## src/rtl/masked_state_sel_reg.sv

```systemverilog
// Registered shared-state selector for a round-based masked PRINCE core: loads fresh shares, then iterates
// the external round function ROUNDS times under an internal FSM. Optional output gating: MASKED_STATE_OUT_GATE_EN.
module masked_state_sel_reg #(
    parameter int WIDTH  = 64,
    parameter int SHARES = 5,
    parameter int ROUNDS = 12
) (
    input  logic                      clk,
    input  logic                      rst_n,
    input  logic                      in_valid,
    output logic                      in_ready,
    input  logic [SHARES*WIDTH-1:0]   in_data,
    input  logic [SHARES*WIDTH-1:0]   round_data,
    output logic [SHARES*WIDTH-1:0]   state,
    output logic [7:0]                round_idx,
    output logic                      out_valid,
    input  logic                      out_ready,
    output logic                      busy
);

    typedef enum logic [1:0] {IDLE, RUN, DONE} fsm_t;

    localparam logic [7:0] LAST_IDX = 8'(ROUNDS - 1);

    fsm_t fsm;
    logic load_sel;
    logic state_we;
    logic final_upd;
    logic out_ack;
    logic [SHARES*WIDTH-1:0] state_int;

    // One select signal and one write enable, fanned out unchanged to every share bank.
    assign load_sel  = (fsm == IDLE) && in_valid;
    assign state_we  = load_sel || (fsm == RUN);
    assign final_upd = (fsm == RUN) && (round_idx == LAST_IDX);
    assign out_ack   = (fsm == DONE) && out_ready;

    always_ff @(posedge clk or negedge rst_n) begin
        if (!rst_n) begin
            fsm       <= IDLE;
            round_idx <= 8'd0;
            in_ready  <= 1'b1;
            out_valid <= 1'b0;
            busy      <= 1'b0;
        end else begin
            case (fsm)
                IDLE: begin
                    if (in_valid) begin
                        fsm       <= RUN;
                        round_idx <= 8'd0;
                        in_ready  <= 1'b0;
                        busy      <= 1'b1;
                    end
                end
                RUN: begin
                    round_idx <= round_idx + 8'd1;
                    if (round_idx == LAST_IDX) begin
                        fsm       <= DONE;
                        busy      <= 1'b0;
                        out_valid <= 1'b1;
                    end
                end
                DONE: begin
                    if (out_ready) begin
                        fsm       <= IDLE;
                        out_valid <= 1'b0;
                        in_ready  <= 1'b1;
                    end
                end
                default: begin
                    fsm       <= IDLE;
                    in_ready  <= 1'b1;
                    out_valid <= 1'b0;
                    busy      <= 1'b0;
                end
            endcase
        end
    end

    for (genvar i = 0; i < SHARES; i++) begin : g_share
        logic [WIDTH-1:0] state_bank;

        always_ff @(posedge clk or negedge rst_n) begin
            if (!rst_n) begin
                state_bank <= '0;
            end else if (state_we) begin
                state_bank <= load_sel ? in_data[i*WIDTH +: WIDTH] : round_data[i*WIDTH +: WIDTH];
            end
        end

        assign state_int[i*WIDTH +: WIDTH] = state_bank;

`ifdef MASKED_STATE_OUT_GATE_EN
        // Port bank only ever holds the final state, so intermediate rounds never leave the block.
        logic [WIDTH-1:0] gate_bank;

        always_ff @(posedge clk or negedge rst_n) begin
            if (!rst_n) begin
                gate_bank <= '0;
            end else if (final_upd) begin
                gate_bank <= round_data[i*WIDTH +: WIDTH];
            end else if (out_ack) begin
                gate_bank <= '0;
            end
        end

        assign state[i*WIDTH +: WIDTH] = gate_bank;
`else
        assign state[i*WIDTH +: WIDTH] = state_int[i*WIDTH +: WIDTH];
`endif
    end

`ifndef MASKED_STATE_OUT_GATE_EN
    logic unused_ctl;
    assign unused_ctl = final_upd ^ out_ack;
`endif

endmodule

```

## config.mk

```make
export PLATFORM = sky130hd
export DESIGN_NAME = masked_state_sel_reg
export DESIGN_NICKNAME = d
export VERILOG_FILES = /design/src/rtl/masked_state_sel_reg.sv
export SDC_FILE = /design/constraint.sdc
export NUM_CORES = 1
export LEC_CHECK = 0
export ABC_AREA = 1
export BUFFER_PORTS_ARGS = -buffer_cell sky130_fd_sc_hd__buf_2
export CAP_MARGIN = 20
export CORE_AREA = 4 4 373 375
export DETAILED_ROUTE_END_ITERATION = 12
export DIE_AREA = 0 0 377 379
export SLEW_MARGIN = 5
export SYNTH_ARGS = -nofsm -noshare
export SYNTH_HDL_FRONTEND = slang
export SYNTH_SLANG_ARGS = --single-unit
export TNS_END_PERCENT = 100
```

## constraint.sdc

```tcl
create_clock -name clk -period 1.7 [get_ports clk]
set_input_delay 0.34 -clock clk [delete_from_list [all_inputs] [get_ports clk]]
set_output_delay 0.34 -clock clk [all_outputs]
set_load 0.005 [all_outputs]
```

==> impl_metrics.yaml, run 1 <==
status:
  status: "finished clean"
setup_path:
  path_max_fanout: 34
  critPathArrivalTime_ps: 2200
  reg2reg_depth: 7
  endpoint_kind: "register"
  crit_path_cell_trace: "inv_2 -> nand2_2 -> inv_8 -> buf_16 -> buf_16 -> nand2_1 -> nand3_1"
  crit_slowest_cell: "dfrtp_1"
  cp_common_cell: "buf_16"
  start_kind: "register"
  crit_type: "reg2reg"
  critPathMaxStageDelay_ps: 440
  critPathRequiredTime_ps: 2220
timing:
  finalCritPeriodShare: 0.987
  rsz0062_at_grt: "yes"
  max_clock_freq_mhz: 596
  max_slew.worst_pin.slew_ps: 372
  fin_ws_ps: 22.9
  maxSlewViolCount: 0
  fin_skew_ps: 18.5
  holdWs_ps: 19.1
  setup_violations: 0
  hold_violations: 0
  fin_crit_ps: 1680
  relSlewSlack: 0.752
floorplanning:
  core-area_sq_mm: 0.135
  rows: 135
  die_x_um: 377
  ioPinCount: 975
  start_util: 0.108
  fp.dieArea_sq_mm: 0.143
  die_y_um: 379
global_routing:
  grt_pass1_vias: 20300
  grt_use_total: 0.153
  grt_overflow: 0
  antenna_found_initial: 23
  grt_pass1_wl_um: 155000
  grt_max_degree: 86
pwr:
  total_leakage_power_uw: 0.0147
  p_per_area_mw_per_mm2: 1560
  p_total_uw: 46300
  ir_drop_uv: 743
worst_hold_path:
  whs_path_depth: 3
  hold_path.class: "in2reg"
logic_synthesis:
  synth_seq_area_share: 0.571
  netlist_instances: 1792
  synth.avg_cell_area_sq_um: 8.15
  syn-cell-area_sq_mm: 0.0146
  postSynthRegisterBits: 333
  postSynthNetCount: 2437
  ys_types: 22
  yosysWarnings: 0
final_layout:
  final_common_cell: "nand2_1"
  finalNetCount: 4059
  final_cell_mix: "nand2_1 (983), buf_2 (971), dlygate4sd3_1 (620), dfrtp_1 (330), nand3_1 (325)"
  final-instance-count-excl-fill: 5238
  area_delta_synth_final_pct: 104
  drive_gt1_frac: 0.332
route:
  wl_um: 117000
  ant_nets: 0
  viasPerCell: 3.83
  drt_iter0_drc: 1495
  remaining_drc_errors: 0
  dr.pass1.iters: 8
  vias: 20100
  wl_per_cell_um: 22.4
placement:
  placedCellCount: 4527
  dp_hpwl_um: 91300
  io_buffers: 974
  gp_congestion: 0.935
  place_ws_ps: -24.6
flow_run:
  maxCapViolCount: 0
clock_network:
  clock_latency_ps: 600
  cts_inserted_buffers: 40
  cts_num_sinks: 333
  root_buffer: "clkbuf_16"
  path_clk_slew_ps: 60
  cts_buffer_depth: 3
  cts_tree: "yes"
  cts_max_level: 2
-- what timing repair did --
action,in CTS,in global routing
resized for setup,5,12
cloned,1,4
hold buffers,620,0
buffers inserted,0,1
hold endpoints to repair,471,0
setup endpoints to repair,90,189
pin swaps,0,0
-- critical path: cells and delay by family (launching register included) --
kind | cells | cell delay (ps)
buffers and inverters | 4 | 700
DFF | 1 | 440
and+or+nand+nor | 3 | 390
-- stage by stage --
step / instance area [sq um] / setup TNS, ps / utilization
after floorplan: 14600 / 0 / -
after global placement: 21900 / -22.2 / 0.162
after detailed placement: 21900 / -336 / 0.162
after CTS: 29500 / 0 / 0.218
after global routing: 29700 / -27.2 / 0.220
final: 29700 / 0 / 0.220
-- sequential cells by signal, indices dropped and copies added, names as in the netlist --
signal	count
g_share.state_bank	320
round_idx	8
fsm	2
busy	1
in_ready	1
out_valid	1
-- path summary, 6_finish.rpt --
| path | start | slack, ps | end |
|---|---|---|---|
| max | fsm[1] | 20 | g_share[3].state_bank[46] |
| min | in_data[70] | 20 | g_share[1].state_bank[6] |
| max reg2reg | fsm[1] | 20 | g_share[3].state_bank[46] |
| min reg2reg | g_share[3].state_bank[2] | 470 | g_share[3].state_bank[2] |
| max in group asynchronous | rst_n | 710 | g_share[0].state_bank[60] |
| min in group asynchronous | rst_n | 190 | g_share[0].state_bank[43] |
-- layer usage --
metal / vias to the layer above / routed length [um] / GRT usage
li1: 8946 / - / -
met1: 9515 / 46900 / 0.189
met2: 1286 / 49900 / 0.229
met3: 281 / 12700 / 0.0588
met4: 26 / 7340 / 0.0821
met5: - / 224 / 0.00412
-- where the power goes --
| part | internal, uW | total (uW) | switching (uW) |
|---|---|---|---|
| logic | 7800 | 22300 | 14500 |
| clock network | 5520 | 9280 | 3760 |
| registers | 11900 | 14700 | 2760 |
-- synth_stat cells --
| cell type | n | area share |
|---|---|---|
| nand2_2 | 3 | 0.0013 |
| nand3b_1 | 1 | 0.00051 |
| buf_6 | 32 | 0.025 |
| nor2_1 | 10 | 0.0026 |
| nor2_4 | 1 | 0.00077 |
| nand2_1 | 983 | 0.25 |
| o21ai_1 | 1 | 0.00034 |
| ha_1 | 1 | 0.00086 |
| nor3_1 | 1 | 0.00034 |
| a21oi_1 | 2 | 0.00069 |
| inv_1 | 11 | 0.0028 |
| clkbuf_1 | 5 | 0.0013 |
| buf_2 | 69 | 0.024 |
| inv_4 | 1 | 0.00043 |
| nand4_1 | 1 | 0.00043 |
| xor2_1 | 1 | 0.00060 |
| dfstp_2 | 1 | 0.0018 |
| dfrtp_1 | 332 | 0.57 |
| nand3_1 | 325 | 0.11 |
| o22ai_1 | 3 | 0.0013 |
| o21ai_0 | 5 | 0.0017 |
| inv_2 | 3 | 0.00077 |
-- kinds of logic (layout without fill, tap and decap cells) --
family / after synthesis / after routing / share of synthesized area
and+or+nand+nor: 1325 / 1325 / 0.370
other: 0 / 12 / 0
buffers and inverters: 121 / 1774 / 0.0536
DFF: 333 / 333 / 0.571
adders and majority gates: 1 / 1 / 0.000857
AOI/OAI and AO/OA: 11 / 11 / 0.00403
xor gates and xnor gates: 1 / 1 / 0.000600
-- final cells by class --
cell class,count,area (sq um)
flip-flops and latches,333,8340
inverters,15,97.6
clock buffers,54,1140
diodes,12,30.0
multi-input cells,1338,5500
well taps,1781,2230
repair buffers,1685,12100
fillers,14500,106000
repair inverters,1,8.76
clock inverters,19,263
No activity file was read; power rests on OpenSTA's default activity.
==> inputs of run 2 (changes only) <==
--- a/config.mk
+++ b/config.mk
@@ -5,12 +5,11 @@
 export SDC_FILE = /design/constraint.sdc
 export NUM_CORES = 1
 export LEC_CHECK = 0
-export ABC_AREA = 1
 export BUFFER_PORTS_ARGS = -buffer_cell sky130_fd_sc_hd__buf_2
 export CAP_MARGIN = 20
-export CORE_AREA = 4 4 373 375
+export CORE_AREA = 4 4 377 379
 export DETAILED_ROUTE_END_ITERATION = 12
-export DIE_AREA = 0 0 377 379
+export DIE_AREA = 0 0 381 383
 export SLEW_MARGIN = 5
 export SYNTH_ARGS = -nofsm -noshare
 export SYNTH_HDL_FRONTEND = slang
==> impl_metrics.yaml, run 2 <==
logic_synthesis:
  ys_top_cells_by_area: "dfrtp_1 (59%), nand2_1 (17%), a22oi_1 (17%)"
  synthMuxAreaShare: 0.00286
  synthAdderAreaFrac: 0.000893
  synth_top_area_frac: 0.593
  synth_edf_count: 0
  postSynthRegisterBits: 333
  ys.flop_type: "dfrtp_1"
  postSynthNetCount: 2098
  async_flop_share: 1.00
  yosysMostFrequentCell: "nand2_1"
  synthTopCellsByCount: "nand2_1 (650), dfrtp_1 (332), a22oi_1 (320), buf_2 (76), clkbuf_1 (22)"
  synth_xor_area_frac: 0
  synth_compound_area_frac: 0.178
  synth.avg_cell_area_sq_um: 9.65
  synth_top_family_by_area: "simple AND/OR/NAND/NOR gates"
  yosysWarnings: 0
  netlist_instances: 1453
  synth-simple-area-share: 0.184
  ys_types: 36
  synth_seq_area_share: 0.595
  yosysTopAreaCell: "dfrtp_1"
  syn-cell-area_sq_mm: 0.0140
setup_path:
  reg2reg_depth: 5
  critPathRequiredTime_ps: 2160
  start_kind: "register"
  reg2reg_from: "fsm[0]"
  rrSetupSlack_ps: 20
  crit_type: "reg2reg"
  critPathArrivalTime_ps: 2140
  endpoint_kind: "register"
  timing.rr.end: "g_share[3].state_bank[30]"
  path_max_fanout: 29
pwr:
  swShare: 0.426
  comb_power_share: 0.453
  power.internal_uw: 23300
  p_per_area_mw_per_mm2: 1390
  power_frac_clock: 0.221
  pwr-share-seq: 0.327
  ir_drop_uv: 825
  total_leakage_power_uw: 0.0142
  switching_power_uw: 17300
  p_total_uw: 40600
clock_network:
  cts_inserted_buffers: 41
  cts_max_level: 2
  cts_tree: "yes"
  cts_buffer_depth: 3
  root_buffer: "clkbuf_16"
  cts_num_sinks: 333
  clock_latency_ps: 590
  postCtsSetupRepairBufs: 0
  path_clk_slew_ps: 70
floorplanning:
  rows: 137
  die_x_um: 381
  die_y_um: 383
  ioPinCount: 975
  start_util: 0.101
  core-area_sq_mm: 0.139
  fp.dieArea_sq_mm: 0.146
timing:
  rsz0062_at_grt: "yes"
  fin_ws_ps: 23.1
  setup_violations: 0
  hold_violations: 0
  finalCritPeriodShare: 0.986
  maxSlewViolCount: 0
  fin_crit_ps: 1680
  fin_skew_ps: 26.7
  max_slew.worst_pin.slew_ps: 539
  relSlewSlack: 0.641
  max_clock_freq_mhz: 596
final_layout:
  drive_gt1_frac: 0.372
  largest_register_ffs: 320
  final_common_cell: "buf_2"
  largest_register: "g_share.state_bank"
  reg_top3: "g_share.state_bank: 320 flops, round_idx: 8 flops, fsm: 2 flops"
  postLayoutCoreUtil: 0.211
  finalNetCount: 3724
  final_cell_mix: "buf_2 (970), nand2_1 (650), dlygate4sd3_1 (619), dfrtp_1 (327), a22oi_1 (318)"
  area_delta_synth_final_pct: 109
global_routing:
  grtUsageMet2: 0.230
  grt_use_total: 0.147
  grt_max_degree: 60
  met3_usage: 0.0555
  grt_overflow: 0
  grt_pass1_vias: 19600
  grt_pass1_wl_um: 154000
  busiest_layer: "met2"
  antenna_found_initial: 20
  grt_use_met1: 0.176
route:
  vias: 19000
  viasPerCell: 3.85
  dr.pass1.iters: 6
  wl_um: 113000
  wl_per_cell_um: 23.0
  drt_iter0_drc: 1433
  ant_nets: 0
  remaining_drc_errors: 0
placement:
  dp_hpwl_um: 88900
  gp_congestion: 0.994
  io_buffers: 974
  place_ws_ps: 32.7
worst_hold_path:
  hold_end: "g_share[3].state_bank[42]"
  hold_path.class: "in2reg"
  hold_start: "round_data[234]"
  whs_path_depth: 3
status:
  status: "finished clean"
flow_run:
  maxCapViolCount: 0
run 2: cell count changes after synthesis, moves of 3 or more:
cell      previous run  this run
buf_2               69        76
nand2_1            983       650
o22ai_1              3         0
nand3_1            325         2
inv_2                3         0
mux2i_1              0         4
buf_4                0         7
nand2_2              3         0
buf_6               32         1
clkbuf_1             5        22
nor2_1              10         4
a22oi_1              0       320
inv_1               11         2
run 2: kinds of logic after synthesis:
kind of cell             count (synthesis)
AND/OR/NAND/NOR                        671
buffers and inverters                  111
multiplexers                             4
flip-flops                             333
adder cells (fa/ha/maj)                  1
AO/OA/AOI/OAI                          333
run 2: power groups by stage:
stage	logic (uW)	clock network, uW	registers (uW)
after CTS	18800	9320	13200
after detailed placement	17600	0	13300
after global routing	19800	9550	13600
final	18400	8960	13300
after floorplan	5700	0	13200
after global placement	17500	0	13200
run 2: metal layers:
| metal | routed length [um] | vias to the layer above |
|---|---|---|
| li1 | - | 8269 |
| met1 | 44200 | 9233 |
| met2 | 49700 | 1179 |
| met3 | 12100 | 274 |
| met4 | 7270 | 14 |
| met5 | 90 | - |
run 2: area by class of cell:
type	count	area, sq um
repair buffers	1692	12100
inverters	2	7.51
flip-flops and latches	333	8340
clock inverters	13	125
fillers	15000	110000
clock buffers	61	1240
well taps	1807	2260
multi-input cells	1009	5160
diodes	9	22.5
run 2: worst max-delay path, stage by stage, from the launching register on:
cell and delay [ps]:
dfrtp_1 450, nor2b_4 180, buf_12 160, buf_4 240, a22oi_1 330, nand2_1 90
run 2: worst max-delay path by stage:
stage                                          from  slack [ps]                         to  depth (start not counted)
final                                        fsm[0]          20  g_share[3].state_bank[30]                          5
after global routing                         fsm[0]         -30  g_share[3].state_bank[62]                          5
after CTS                 g_share[2].state_bank[19]       0.005                 state[147]                          1
after detailed placement                   in_valid          30   g_share[2].state_bank[2]                          6
after global placement                       fsm[0]          70  g_share[3].state_bank[40]                          6
after floorplan                        round_idx[5]         230                     fsm[1]                          3
run 2: through the flow:
stage	hold WS (ps)	TNS, ps	instances	cell area, sq um
floorplan	44.4	0	1453	14000
global placement	301	0	4224	21700
detailed placement	303	0	4224	21700
CTS	0.681	0	4917	29200
global route	7.42	-265	4919	29300
finish	38.3	0	4926	29300
run 2: repair_timing:
item                       in CTS  in global routing
hold endpoints to repair      415                  0
setup endpoints to repair       4                105
hold buffers                  619                  0
gates resized for setup         5                  8
pin swaps                       0                  0
==> inputs of run 3 (changes only) <==
==> constraint.sdc (replaced) <==
create_clock -name clk -period 1.6 [get_ports clk]
set_input_delay 0.32 -clock clk [delete_from_list [all_inputs] [get_ports clk]]
set_output_delay 0.32 -clock clk [all_outputs]
set_load 0.005 [all_outputs]
==> impl_metrics.yaml, run 3 (same netlist as run 2, synthesis figures left out) <==
status:
  status: "finished, violations left"
  violations: "setup timing"
floorplanning:
  rows: 137
  start_util: 0.101
  core-area_sq_mm: 0.139
  fp.dieArea_sq_mm: 0.146
  die_y_um: 383
  die_x_um: 381
  ioPinCount: 975
clock_network:
  root_buffer: "clkbuf_16"
  cts_tree: "yes"
  cts_inserted_buffers: 40
  clock_latency_ps: 590
  cts_max_level: 2
  path_clk_slew_ps: 60
  cts_num_sinks: 333
  cts_buffer_depth: 3
flow_run:
  maxCapViolCount: 0
route:
  vias: 19300
  drt_iter0_drc: 1527
  viasPerCell: 3.88
  wl_per_cell_um: 23.9
  dr.pass1.iters: 7
  remaining_drc_errors: 0
  ant_nets: 0
  wl_um: 119000
global_routing:
  grt_overflow: 0
  grt_use_total: 0.149
  grt_pass1_vias: 19400
  antenna_found_initial: 34
  grt_pass1_wl_um: 155000
  grt_max_degree: 57
timing:
  maxSlewViolCount: 0
  setup_violations: 47
  relSlewSlack: 0.715
  finalCritPeriodShare: 1.04
  max_slew.worst_pin.slew_ps: 428
  fin_skew_ps: 20.1
  rsz0062_at_grt: "yes"
  fin_crit_ps: 1670
  fin_ws_ps: -70.7
  max_clock_freq_mhz: 599
  hold_violations: 0
  fin_setup_tns_ps: -1280
pwr:
  p_total_uw: 45400
  p_per_area_mw_per_mm2: 1500
  ir_drop_uv: 622
  total_leakage_power_uw: 0.0146
setup_path:
  critPathRequiredTime_ps: 2050
  start_kind: "register"
  path_max_fanout: 42
  rrSetupSlack_ps: -70
  critPathMaxStageDelay_ps: 440
  crit_type: "reg2reg"
  endpoint_kind: "register"
  critPathArrivalTime_ps: 2120
  path_buf_inv: 2
  crit_slowest_cell: "dfrtp_2"
  crit_family: "buffers and inverters"
  crit_path_cell_trace: "nor2b_4 -> buf_12 -> buf_16 -> a22oi_1 -> nand2_1"
final_layout:
  postLayoutCoreUtil: 0.219
  finalNetCount: 3774
  largest_register: "g_share.state_bank"
  largest_register_ffs: 320
  drive_gt1_frac: 0.387
  area_delta_synth_final_pct: 117
  reg_top3: "g_share.state_bank: 320 flops, round_idx: 8 flops, fsm: 2 flops"
  final_cell_mix: "buf_2 (940), nand2_1 (649), dlygate4sd3_1 (625), dfrtp_1 (322), a22oi_1 (302)"
  final_common_cell: "buf_2"
  nFillCells: 14800
placement:
  io_buffers: 974
  gp_congestion: 0.975
  dp_hpwl_um: 88500
worst_hold_path:
  hold_path.class: "in2reg"
-- run 3: metal layers --
layer	up-vias	routed length [um]	global-route usage
li1	8402	-	-
met1	9376	47000	0.179
met2	1213	53500	0.239
met3	291	12100	0.0556
met4	28	6190	0.0643
met5	-	177	0
-- run 3: worst paths after layout --
kind	cells past startpoint	endpoint	startpoint
min in group asynchronous	2	g_share[1].state_bank[8]	rst_n
worst max-delay path	5	g_share[3].state_bank[57]	fsm[0]
worst max register to register	5	g_share[3].state_bank[57]	fsm[0]
worst min register to register	2	g_share[4].state_bank[29]	g_share[4].state_bank[29]
max in group asynchronous	4	g_share[2].state_bank[23]	rst_n
worst min-delay path	3	g_share[1].state_bank[33]	in_data[97]
-- run 3: metrics by stage --
stage | instances | hold slack, ps | worst slack (ps) | cell area [sq um]
floorplan | 1453 | 24.4 | 128 | 14000
global placement | 4234 | 250 | -84.9 | 21800
detailed placement | 4234 | 250 | -116 | 21800
CTS | 4941 | 0.263 | -28.5 | 29800
global route | 4971 | 1.84 | -79.1 | 30400
finish | 4983 | 42.9 | -70.7 | 30400
-- run 3: cell type report --
type | instances | area, sq um | share of cell area
repair buffers | 1743 | 13100 | 0.431
flip-flops and latches | 333 | 8350 | 0.275
multi-input cells | 1009 | 5250 | 0.173
well taps | 1807 | 2260 | 0.0744
clock buffers | 55 | 1140 | 0.0374
clock inverters | 16 | 258 | 0.00848
diodes | 18 | 45.0 | 0.00148
inverters | 2 | 7.51 | 0.000247
-- run 3: worst register-to-register path, cell delays in order (launching register included) --
cell     delay [ps]
dfrtp_2         440
nor2b_4         160
buf_12          170
buf_16          400
a22oi_1         290
nand2_1          80
-- run 3: what timing repair did --
item                                   CTS  global route
setup endpoints to repair              226           224
endpoints found under the hold margin  508             1
gates resized for setup                 59            46
buffers inserted                        11             9
hold buffers                           624             1
cloned                                   2            15
pin swaps                                1             4
-- run 3: where the power goes --
part / total (uW) / switching [uW] / internal [uW]
Sequential: 14100 / 2270 / 11900
Clock: 9950 / 4000 / 5950
Combinational: 21400 / 12800 / 8580
